`config.mk`:
```
export PLATFORM = sky130hd
export DESIGN_NAME = t_latch_bank
export DESIGN_NICKNAME = d
export VERILOG_FILES = /design/src/rtl/t_latch_bank.sv
export SDC_FILE = /design/constraint.sdc
export NUM_CORES = 1
export LEC_CHECK = 0
export BUFFER_PORTS_ARGS = -buffer_cell sky130_fd_sc_hd__buf_2
export CAP_MARGIN = 20
export CORE_MARGIN = 3
export CORE_UTILIZATION = 45
export CTS_BUF_LIST = sky130_fd_sc_hd__clkbuf_8 sky130_fd_sc_hd__clkbuf_16
export DETAILED_ROUTE_END_ITERATION = 7
export PLACE_DENSITY = 0.66
export SYNTH_ARGS = -nofsm -noshare
export SYNTH_HDL_FRONTEND = slang
export SYNTH_SLANG_ARGS = --single-unit
```
`constraint.sdc`:
```
create_clock -name clk -period 3.47 [get_ports clk]
set_input_delay 0.694 -clock clk [delete_from_list [all_inputs] [get_ports clk]]
set_output_delay 0.694 -clock clk [all_outputs]
set_load 0.1 [all_outputs]
```
`src/rtl/t_latch_bank.sv`:
```
// Multi-channel latch bank (transparent/registered/staged-commit); q is combinational, snapshot words start 1 cycle after snap_req.
// Snapshot readout has no backpressure: CHANNELS words stream back-to-back, and requests made while busy are dropped.
module t_latch_bank #(
  parameter int WIDTH = 8,
  parameter int CHANNELS = 4,
  parameter logic [WIDTH-1:0] RESET_VAL = '0
) (
  input  logic                      clk,
  input  logic                      rst_n,
  input  logic [1:0]                mode,
  input  logic [CHANNELS-1:0]       en,
  input  logic [CHANNELS*WIDTH-1:0] d,
  input  logic                      commit,
  output logic [CHANNELS*WIDTH-1:0] q,
  output logic [CHANNELS-1:0]       pending,
  input  logic                      snap_req,
  output logic                      snap_busy,
  output logic                      snap_valid,
  output logic                      snap_last,
  output logic [WIDTH-1:0]          snap_dout
);

  localparam int CW = (CHANNELS > 1) ? $clog2(CHANNELS) : 1;
  localparam logic [CW-1:0] LAST_IDX = CW'(CHANNELS - 1);

  typedef enum logic {S_IDLE, S_SHIFT} snap_state_t;

  logic [WIDTH-1:0]          r_held   [CHANNELS];
  logic [WIDTH-1:0]          r_shadow [CHANNELS];
  logic [WIDTH-1:0]          r_buf    [CHANNELS];
  logic [CHANNELS-1:0]       r_pending;
  logic [CW-1:0]             r_cnt;
  logic                      r_valid;
  logic                      r_last;
  logic [WIDTH-1:0]          r_dout;
  snap_state_t               r_state;
  snap_state_t               w_state_nxt;
  logic [CHANNELS*WIDTH-1:0] w_q;
  logic [CW-1:0]             w_cnt_nxt;
  logic                      w_load;
  logic                      w_done;
  logic                      w_staged;
  logic                      w_transp;

  assign w_staged = (mode == 2'd2);
  assign w_transp = (mode == 2'd0);

  // Only TRANSPARENT exposes d directly; every other mode shows the held word.
  always_comb begin
    w_q = '0;
    for (int i = 0; i < CHANNELS; i++) begin
      w_q[i*WIDTH +: WIDTH] = (w_transp && en[i]) ? d[i*WIDTH +: WIDTH] : r_held[i];
    end
  end

  assign q       = w_q;
  assign pending = r_pending;

  always_ff @(posedge clk or negedge rst_n) begin
    if (!rst_n) begin
      for (int i = 0; i < CHANNELS; i++) begin
        r_held[i]   <= RESET_VAL;
        r_shadow[i] <= RESET_VAL;
      end
      r_pending <= '0;
    end else if (w_staged) begin
      for (int i = 0; i < CHANNELS; i++) begin
        if (en[i]) begin
          r_shadow[i]  <= d[i*WIDTH +: WIDTH];
          r_pending[i] <= 1'b1;
        end
        // A write landing in the commit cycle bypasses the shadow and commits directly.
        if (commit) begin
          if (en[i]) begin
            r_held[i] <= d[i*WIDTH +: WIDTH];
          end else if (r_pending[i]) begin
            r_held[i] <= r_shadow[i];
          end
          r_pending[i] <= 1'b0;
        end
      end
    end else begin
      for (int i = 0; i < CHANNELS; i++) begin
        if (en[i]) begin
          r_held[i] <= d[i*WIDTH +: WIDTH];
        end
      end
      r_pending <= '0;
    end
  end

  always_ff @(posedge clk or negedge rst_n) begin
    if (!rst_n) begin
      r_state <= S_IDLE;
    end else begin
      r_state <= w_state_nxt;
    end
  end

  always_comb begin
    w_state_nxt = r_state;
    w_load      = 1'b0;
    w_done      = 1'b0;
    case (r_state)
      S_IDLE: begin
        if (snap_req) begin
          w_load      = 1'b1;
          w_state_nxt = S_SHIFT;
        end
      end
      S_SHIFT: begin
        if (r_cnt == LAST_IDX) begin
          w_done      = 1'b1;
          w_state_nxt = S_IDLE;
        end
      end
      default: w_state_nxt = S_IDLE;
    endcase
  end

  assign w_cnt_nxt = r_cnt + 1'b1;

  // Word 0 is presented straight from q at the capture edge; later words come from the frozen buffer.
  always_ff @(posedge clk or negedge rst_n) begin
    if (!rst_n) begin
      for (int i = 0; i < CHANNELS; i++) begin
        r_buf[i] <= RESET_VAL;
      end
      r_cnt   <= '0;
      r_valid <= 1'b0;
      r_last  <= 1'b0;
      r_dout  <= '0;
    end else if (w_load) begin
      for (int i = 0; i < CHANNELS; i++) begin
        r_buf[i] <= w_q[i*WIDTH +: WIDTH];
      end
      r_cnt   <= '0;
      r_valid <= 1'b1;
      r_last  <= (CHANNELS == 1);
      r_dout  <= w_q[WIDTH-1:0];
    end else if (w_done) begin
      r_valid <= 1'b0;
      r_last  <= 1'b0;
      r_dout  <= '0;
    end else if (r_state == S_SHIFT) begin
      r_cnt  <= w_cnt_nxt;
      r_dout <= r_buf[w_cnt_nxt];
      r_last <= (w_cnt_nxt == LAST_IDX);
    end
  end

  assign snap_busy  = (r_state == S_SHIFT);
  assign snap_valid = r_valid;
  assign snap_last  = r_last;
  assign snap_dout  = r_dout;

endmodule

```
# Word-level counts from Yosys, hierarchy flattened
# Index checks and enable logic that the tools add are counted.
# word_totals
mem_bits_ro	0
input_bits	42
latch_bits	0
memories	0
output_inout_bits	47
elab_cells	109
regBits	113
ram_bits	0
# op_classes
magnitude_cmp	1
n_mul	0
div_mod_pow	0
shifts	0
n_reduce_logical	21
addsub	1
n_bitwise	2
eq_ne	13
n_mux	50
# op_table
operator	n
2-to-1 mux 8 bit	25
2-to-1 mux 32 bit	1
2-to-1 mux 1 bit	18
binary-select mux 8 bit (select 2 bit)	1
inequality test 3 x 2 -> 1 bit (second input constant)	4
inequality test 3 bit (second input constant)	4
AND reduction 3 bit	4
nonzero test 2 bit	6
AND reduction 2 bit	5
== test 2 bit (second input constant)	3
2-to-1 mux 2 bit	3
logical AND 1 bit	4
2-to-1 mux 4 bit	1
inequality test 2 bit (second input constant)	2
greater-or-equal comparator 3 bit (second input constant)	1
inverter 2 -> 3 bit	1
nonzero test 3 bit	1
adder 2 x 1 -> 2 bit (second input constant)	1
logical NOT 2 bit	1
case mux 1 bit (2 select lines)	1
inverter 1 bit	1

# Depth between registers and ports, before layout
# Gate-level depths: netlist of run 1.
# depth
word_depth	8
ltp_mapped	7
mapped_depth_nobuf	5

# Worst setup path after synthesis of run 1
# No wires, ideal clock.
# synth_timing
path_kind	input -> output
startpoint	in mode[1]
endpoint	out q[10]
arrival_ps	1884
cell_stages	3
n_path_buf	1
slack_ps	892
path_cell_list	buf_4 nor3b_2 mux2_2
# synth_via
elab_chain_cells	3
# synth_lines
item	line	source
from (decl)	10	input logic [1:0] mode,
logical NOT 2 bit	46	assign w_transp = (mode == 2'd0);
logical AND 1 bit	52	w_q[i*WIDTH +: WIDTH] = (w_transp && en[i]) ? d[i*WIDTH +: WIDTH] : r_held[i];
2-to-1 mux 8 bit	52	
to (decl)	14	output logic [CHANNELS*WIDTH-1:0] q,
# No other way between the ends.

# Worst setup path in the final report of run 1
# layout_timing
startpoint	in mode[0]
endpoint	out q[1]
# Same word-level chain as after synthesis.

==> results of run 1 <==
[final cells by class]
cell class / instances / area [sq um]
inverter: 10 / 37.5
multi-input combinational: 254 / 2580
timing repair buffer: 94 / 513
clock inverter: 12 / 234
tap: 143 / 179
sequential: 113 / 2830
clock buffer: 20 / 467
fill: 995 / 4870
[synthesized netlist by cell type (4+ instances only)]
library cell | number | area, sq um
inv_1 | 10 | 37.5
nor3b_2 | 7 | 87.6
a21oi_2 | 4 | 35.0
o31ai_1 | 5 | 37.5
nor4bb_1 | 8 | 80.1
nand2_2 | 4 | 25.0
nor2_1 | 10 | 37.5
dfrtp_1 | 113 | 2830
o21a_1 | 4 | 30.0
mux2_2 | 150 | 1690
nand3b_1 | 5 | 37.5
a21o_1 | 8 | 60.1
a211oi_1 | 8 | 60.1
mux2i_1 | 10 | 100
o22a_1 | 5 | 43.8
buf_2 | 7 | 35.0
clkbuf_1 | 7 | 26.3
[sequential cells by signal, summed over array words and instances (netlist names)]
name,cells
snap_busy,1
snap_valid,1
pending,4
r_cnt,2
snap_dout,8
r_held,32
snap_last,1
r_shadow,32
r_buf,32
[final timing paths]
| check | from | endpoint | slack, ns | cells after the start |
|---|---|---|---|---|
| worst min-delay path | rst_n | r_shadow[25]$_DFFE_PN0P_ | 0.36 | 1 |
| max in group asynchronous | rst_n | snap_dout[3]$_DFFE_PN0P_ | 2.32 | 2 |
| min in group clk | r_shadow[13]$_DFFE_PN0P_ | r_shadow[13]$_DFFE_PN0P_ | 0.50 | 1 |
| worst max-delay path | mode[0] | q[1] | 0.42 | 4 |
| worst min register to register | r_shadow[13]$_DFFE_PN0P_ | r_shadow[13]$_DFFE_PN0P_ | 0.50 | 1 |
| worst max register to register | snap_busy$_DFF_PN0_ | r_buf[19]$_DFFE_PN0P_ | 1.28 | 3 |
[layout by cell type (no fill, tap or decap), types with 3 or more instances in the layout]
cell type,count
a211oi_1,8
mux2i_1,10
inv_1,11
nor3b_2,7
o31ai_1,5
o32ai_1,3
buf_2,87
a21o_1,8
dfrtp_1,113
o22a_1,5
bufinv_16,7
a21oi_2,4
nand2_2,4
clkbuf_16,17
clkinv_2,4
nor4bb_1,8
nand3b_1,5
mux4_2,3
buf_4,5
nor2_1,10
clkbuf_8,3
mux2_2,150
o21a_1,4
[worst max-delay path, stage by stage]
cell and delay, ns:
buf_2 0.42, or3b_1 0.57, a21o_1 0.23, buf_2 0.43
[stage by stage]
step / cell area (sq um) / hold WS (ns)
finish: 6840 / 0.357
global route: 6840 / 0.413
CTS: 6840 / 0.387
detailed placement: 6140 / 0.489
global placement: 6140 / 0.481
floorplan: 5540 / 0.398
[power breakdown]
group	internal [mW]	switching (mW)	leakage, nW	total [mW]
clock network	1.47	0.582	0.351	2.05
registers	1.72	0.276	1.35	2.00
logic	0.755	1.45	1.39	2.21
[metal layers]
layer | routed length [um] | up-vias
met5 | 27 | -
met4 | 174 | 4
met3 | 714 | 18
met2 | 6410 | 76
met1 | 5740 | 1814
li1 | - | 1666
[kinds of logic (layout without fill, tap and decap cells)]
logic type               count (synthesis)  in the layout
buffers and inverters                   28            136
adder cells (fa/ha/maj)                  2              2
multiplexers                           165            165
flip-flops                             113            113
XOR/XNOR                                 1              1
AO/OA/AOI/OAI                           43             43
AND/OR/NAND/NOR                         43             43
==> results.ini, run 1 <==
[outcome]
status = completed

[min_path]
hold_class = in2async

[sta]
maxClockFrequency_ghz = 0.328
setup_tns_ns = 0
rsz0062_at_grt = no
min_period_ns = 3.05
worst_slew_pin_slew_ns = 0.838
setup_violations = 0
drv_slew = 0
hold_viol = 0
relSlewSlack_pct = 44.1
fin_skew_ns = 0.00679
setup_ws_ns = 0.417
min_period_over_period_pct = 88.0

[logic_synthesis]
synthesis.area_sq_um = 5540
synthArstFlopShare_pct = 100
yosysWarnings = 0
synth_edf_count = 0
ys_seq_elements = 113
synth_top_family_by_area = multiplexers
syn_area_per_cell_sq_um = 14.0
synthMuxAreaShare_pct = 33.9
synthSimpleGateAreaFrac_pct = 6.07
synthAdderAreaFrac_pct = 0.452
synth_xor_area_share_pct = 0.158
ys_types = 36
ys_seq_area_share_pct = 51.0
synth_ff_type = dfrtp_1
syn_nets = 439
synth_compound_area_share_pct = 5.98
synthCells = 395

[pwr]
power_leakage_nw = 3.09
peakVddDrop_v = 0.000378
power_density_nw_per_um2 = 914
p_total_mw = 6.25

[cts]
cts.path.max_buffers = 2
cts.sinks = 113
cts_resized = 0
cts_hold_buf = 0
root_buffer = clkbuf_16
cts_max_level = 4
post_cts_buffers = 0
worstSkewPairLatency_ns = 0.41
cts_tree = yes
cts-buffers-inserted = 17
clkTransAtPathRegs_ns = 0.05

[global_route]
grt.busiest_layer = met2
grt_pass1_vias = 3871
globalRoute.totalOverflow = 0
grt_pass1_wl_um = 20900
grt.met2_usage_pct = 33.2
grt_usage_pct = 20.6
grt_max_degree = 60
met1_usage_pct = 26.0
antenna_found_initial = 2
met3_usage_pct = 7.30

[final_layout]
antenna_cells = 0
nets = 534
final-instance-count-excl-fill = 646
area_delta_synth_final_pct = 23.4
fin_util_pct = 58.4
drive_above_1_share_pct = 58.8

[floorplan]
die_area_sq_um = 13700
die_w_um = 117
die_h_um = 117
ios = 89
core_area_sq_um = 11700
initial_core_util_pct = 47.3
placementRows = 39

[route]
ant_nets = 0
drtIter0Drc = 187
vias_per_cell = 5.54
first_pass_iters = 4
drc_errors = 0
wl_per_cell_um = 20.2
drt_wl_total_um = 13100
vias = 3578

[worst_setup_path]
cp-end-kind = output pin
critPathLaunchType = input pin
crit_type = in2out
crit_fanout = 22
crit_required_ns = 2.78
crit_arrival_ns = 2.36

[placement]
pre_cts_ws_ns = 0.441
port_buffers = 88
dp_cells = 614
dp_hpwl_um = 9360
gp_congestion = 0.765

[flow_run]
max-cap-violations = 0

Note: power is estimated with default switching activity, not from simulation.
==> run 2, diff against run 1 <==
PLACE_DENSITY = 0.68   (was 0.66)
clock period = 2.5 ns   (was 3.47 ns; I/O delays follow)
==> results.ini, run 2 (synthesized netlist as in run 1, its figures left out) <==
[route]
wl_per_cell_um = 19.6  ; -3.3%
vias = 3724  ; +4.1%
ant_nets = 0  ; unchanged
drt_wl_total_um = 12900  ; -1.6%
drc_errors = 0  ; unchanged
drtIter0Drc = 241  ; +29%
first_pass_iters = 5  ; +1
vias_per_cell = 5.67  ; +2.3%

[worst_setup_path]
critPathLaunchType = input pin
cp_cell_sequence = buf_2 > nor3b_2 > buf_4 > mux2_2 > buf_2
critPathMaxStageDelay_ns = 0.38  ; -0.19 ns
cp_slowest_cell = mux2_2
crit_fanout = 15  ; -32%
cp-end-kind = output pin
crit_required_ns = 2.00  ; -0.78 ns
crit_path_frequent_cell = buf_2
regToRegSetupSlack_ns = 0.62  ; -0.66 ns
crit_type = in2out
reg2reg_from = r_cnt[0]$_DFFE_PN0P_
reg2regPathDepth = 5  ; +2
reg2reg_to = snap_dout[5]$_DFFE_PN0P_
crit_arrival_ns = 1.80  ; -0.56 ns

[flow_run]
max-cap-violations = 0  ; unchanged

[final_layout]
antenna_cells = 0  ; unchanged
reg_top3 = r_buf x32, r_held x32, r_shadow x32
mostFrequentLayoutCells = mux2_2, dfrtp_1, buf_2, buf_4, clkbuf_16
nets = 547  ; +2.4%
fin_util_pct = 59.3  ; +0.88 points
drive_above_1_share_pct = 59.3  ; +0.49 points
fin_area_sq_um = 6940  ; +1.5%
layout.filler_cells = 939  ; -5.6%
final_common_cell = mux2_2
area_delta_synth_final_pct = 25.3

[sta]
relSlewSlack_pct = 57.7  ; +14 points
rsz0062_at_grt = no
setup_violations = 0  ; unchanged
fin_hold_ws_ns = 0.0457  ; -0.312 ns
drv_slew = 0  ; unchanged
setup_tns_ns = 0  ; unchanged
maxClockFrequency_ghz = 0.435
fin_skew_ns = 0.00794  ; +0.00114 ns
worst_slew_pin_slew_ns = 0.635  ; -0.204 ns
min_period_ns = 2.30
hold_viol = 0  ; unchanged
min_period_over_period_pct = 91.9

[floorplan]
core_area_sq_um = 11700  ; unchanged
placementRows = 39  ; unchanged
die_area_sq_um = 13700  ; unchanged
die_w_um = 117  ; unchanged
ios = 89  ; unchanged
initial_core_util_pct = 47.3  ; unchanged
die_h_um = 117  ; unchanged

[global_route]
grt_pass1_wl_um = 20900  ; about the same
grt_pass1_vias = 3885  ; +0.36%
grt_usage_pct = 20.5  ; -0.12 points
globalRoute.totalOverflow = 0  ; unchanged
grt_max_degree = 51  ; -15%
antenna_found_initial = 0  ; -2

[cts]
cts_tree = yes
cts.sinks = 113  ; unchanged
root_buffer = clkbuf_16
cts-buffers-inserted = 17  ; unchanged
worstSkewPairLatency_ns = 0.41  ; about the same
cts.path.max_buffers = 2  ; unchanged
cts_resized = 0  ; unchanged
post_cts_buffers = 0  ; unchanged
cts_hold_buf = 0  ; unchanged
cts_max_level = 4  ; unchanged
clkTransAtPathRegs_ns = 0.05  ; about the same

[placement]
port_buffers = 88  ; unchanged
gp_congestion = 0.774  ; +1.1%
place_area_sq_um = 6400  ; +4.3%
dp_hpwl_um = 9560  ; +2.1%

[pwr]
clockPowerShare_pct = 26.7  ; -6.1 points
pwr-share-comb_pct = 39.2  ; +3.9 points
p_sw_mw = 3.21  ; +39%
power_leakage_nw = 3.15  ; +1.8%
peakVddDrop_v = 0.000613  ; +62%
power.share.sequential_pct = 34.1  ; +2.2 points
internal_power_mw = 4.95  ; +25%
power_density_nw_per_um2 = 1180  ; +29%
swShare_pct = 39.4  ; +2.4 points
p_total_mw = 8.16  ; +30%

[outcome]
status = completed

[min_path]
hold_class = in2async

## run 2: changes by cell type in the layout (fill, tap and decap cells not counted), sizes merged
| cell | change |
|---|---|
| clkinv | +2 |
| buf | +13 |
| bufinv | -6 |
| inv | +2 |
## run 2: routing by layer
| metal | routed length, um | part of all wire [%] | track usage (%) |
|---|---|---|---|
| met1 | 5460 | 42 | 26.7 |
| met2 | 6340 | 49 | 32.5 |
| met3 | 852 | 6.6 | 6.58 |
| met4 | 199 | 1.5 | 7.19 |
| met5 | 0 | 0 | 0 |
## run 2: worst max-delay path by stage
stage	slack (ns)	end	depth (start not counted)	start
finish	0.20	q[23]	5	mode[0]
global route	0.14	q[23]	5	mode[0]
CTS	0.19	q[23]	5	mode[0]
detailed placement	0.20	q[23]	5	mode[0]
global placement	0.21	q[23]	5	mode[0]
floorplan	0.18	r_buf[0]$_DFFE_PN0P_	5	snap_busy$_DFF_PN0_
## run 2: final cells by class
cell class	instances	area (sq um)	area share [%]
well taps	143	179	2.58
repair buffers	107	778	11.2
multi-input cells	254	2580	37.2
clock inverters	10	71.3	1.03
clock buffers	20	467	6.72
inverters	10	37.5	0.541
flip-flops and latches	113	2830	40.7
## run 2: stage by stage
| step | std cells | worst slack (ns) |
|---|---|---|
| after floorplan | 395 | 0.179 |
| after global placement | 627 | 0.213 |
| after detailed placement | 627 | 0.201 |
| after CTS | 657 | 0.191 |
| after global routing | 657 | 0.141 |
| final | 657 | 0.202 |
## run 2: power groups by stage
stage          Combinational, mW  Clock (mW)  Sequential, mW
3_3_place_gp                3.16           0            2.78
3_5_place_dp                3.21           0            2.80
2_1_floorplan               1.99           0            3.20
6_report                    3.20        2.18            2.78
5_1_grt                     3.41        2.32            2.84
4_1_cts                     3.22        2.22            2.78
## run 2: worst max-delay path: cells and delay by family
kind | cells | cell delay (ns)
buffers and inverters | 3 | 0.71
AND/OR/NAND/NOR | 1 | 0.19
multiplexers | 1 | 0.38
==> run 3, diff against run 2 <==
PLACE_DENSITY = 0.66   (was 0.68)
RECOVER_POWER = 100   (was default)
clock period = 2.2 ns   (was 2.5 ns; I/O delays follow)
==> results.ini, run 3 (synthesized netlist as in run 1, its figures left out) <==
[outcome]
status = completed

[route]
drt_wl_total_um = 12600  ; -1.9%
drc_errors = 0  ; unchanged
vias_per_cell = 5.44  ; -4.1%
first_pass_iters = 4  ; -1
ant_nets = 0  ; unchanged
vias = 3680  ; -1.2%
drtIter0Drc = 176  ; -27%
wl_per_cell_um = 18.6  ; -4.8%

[worst_setup_path]
regToRegSetupSlack_ns = 0.13  ; -0.49 ns
critPathMaxStageDelay_ns = 0.36  ; -0.02 ns
crit_fanout = 14  ; -1
crit_type = in2out
cp_cell_sequence = buf_2 > nor3b_2 > buf_4 > mux2_1 > buf_2
crit_path_frequent_cell = buf_2
reg2reg_to = r_buf[3]$_DFFE_PN0P_
crit_arrival_ns = 1.71  ; -0.09 ns
cp-end-kind = output pin
crit_family = buffers and inverters
critPathLaunchType = input pin
cp_slowest_cell = mux2_1
crit_required_ns = 1.76  ; -0.24 ns
reg2regPathDepth = 3  ; -2
crit_buf_inv = 3  ; unchanged
reg2reg_from = snap_busy$_DFF_PN0_

[global_route]
grt_pass1_wl_um = 20600  ; -1.3%
grt_usage_pct = 20.2  ; -0.31 points
grt_max_degree = 40  ; -22%
globalRoute.totalOverflow = 0  ; unchanged
antenna_found_initial = 1  ; +1
grt_pass1_vias = 3900  ; +0.39%

[pwr]
power_density_nw_per_um2 = 1380  ; +17%
power_leakage_nw = 3.24  ; +2.8%
p_total_mw = 9.82  ; +20%
peakVddDrop_v = 0.000650  ; +6.2%

[placement]
port_buffers = 88  ; unchanged
gp_congestion = 0.777  ; +0.47%
dp_cells = 644  ; +2.7%
dp_hpwl_um = 9410  ; -1.6%

[sta]
setup_tns_ns = 0  ; unchanged
maxClockFrequency_ghz = 0.465
setup_violations = 0  ; unchanged
worst_slew_pin_slew_ns = 0.892  ; +0.258 ns
rsz0062_at_grt = no
min_period_ns = 2.15
fin_skew_ns = 0.00746  ; -0.000476 ns
drv_slew = 0  ; unchanged
relSlewSlack_pct = 40.5  ; -17 points
hold_viol = 0  ; unchanged
min_period_over_period_pct = 97.7

[cts]
cts-buffers-inserted = 17  ; unchanged
cts_max_level = 4  ; unchanged
cts_tree = yes
cts.path.max_buffers = 2  ; unchanged
worstSkewPairLatency_ns = 0.41  ; about the same
root_buffer = clkbuf_16
cts.sinks = 113  ; unchanged
clkTransAtPathRegs_ns = 0.05  ; about the same

[final_layout]
final-instance-count-excl-fill = 677  ; +3.0%
antenna_cells = 0  ; unchanged
mostFrequentLayoutCells = mux2_2, dfrtp_1, buf_2, buf_4, clkbuf_16
area_delta_synth_final_pct = 28.7
nets = 565  ; +3.3%
drive_above_1_share_pct = 56.9  ; -2.4 points
reg_top3 = r_buf x32, r_held x32, r_shadow x32
final_common_cell = mux2_2

[floorplan]
ios = 89  ; unchanged
die_h_um = 117  ; unchanged
placementRows = 39  ; unchanged
die_area_sq_um = 13700  ; unchanged
die_w_um = 117  ; unchanged
core_area_sq_um = 11700  ; unchanged
initial_core_util_pct = 47.3  ; unchanged

[min_path]
hold_path_depth = 2
hp-start = d[2]
hold_class = in2reg
hold_end = r_shadow[26]$_DFFE_PN0P_

[flow_run]
max-cap-violations = 0  ; unchanged

-- run 3: worst max-delay path by stage --
stage	start	end	slack (ns)	depth (start not counted)
final	mode[1]	q[10]	0.05	5
after global routing	mode[1]	q[9]	0.0002	5
after CTS	mode[1]	q[26]	0.04	5
after detailed placement	mode[1]	q[26]	0.04	5
after global placement	mode[1]	q[24]	0.07	5
after floorplan	mode[1]	r_buf[29]$_DFFE_PN0P_	0.09	5
-- run 3: layout make-up --
cell class	instances	area [sq um]
Tap cell	143	179
Multi-Input combinational cell	254	2550
Inverter	10	37.5
Fill cell	955	4580
Sequential cell	113	2830
Clock buffer	22	494
Clock inverter	10	178
Timing Repair Buffer	125	863
-- run 3: per-layer routing --
layer	vias up	global-route usage (%)	wire length, um
met5	-	0	13
met3	13	7.46	669
met4	2	6.35	136
met2	80	32.1	6190
li1	1731	-	-
met1	1854	25.8	5600
-- run 3: what timing repair did --
item,4_1_cts,5_1_grt
buffers inserted,0,0
setup endpoints to repair,0,8
resized for setup,0,10
hold endpoints to repair,11,0
hold buffers,1,0
-- run 3: through the flow --
step	area, sq um	util (%)	setup WS [ns]	hold WS, ns
after floorplan	5540	-	0.0902	0.144
after global placement	6530	55.8	0.0684	0.314
after detailed placement	6530	55.8	0.0440	0.315
after CTS	7210	61.6	0.0369	0.274
after global routing	7130	60.9	0.000213	0.273
final	7130	60.9	0.0506	0.290
-- run 3: report_power, final --
group / switching, mW / internal [mW] / total [mW]
registers: 0.402 / 2.71 / 3.11
logic: 2.33 / 1.32 / 3.65
clock network: 0.907 / 2.15 / 3.06
total: 3.64 / 6.18 / 9.82
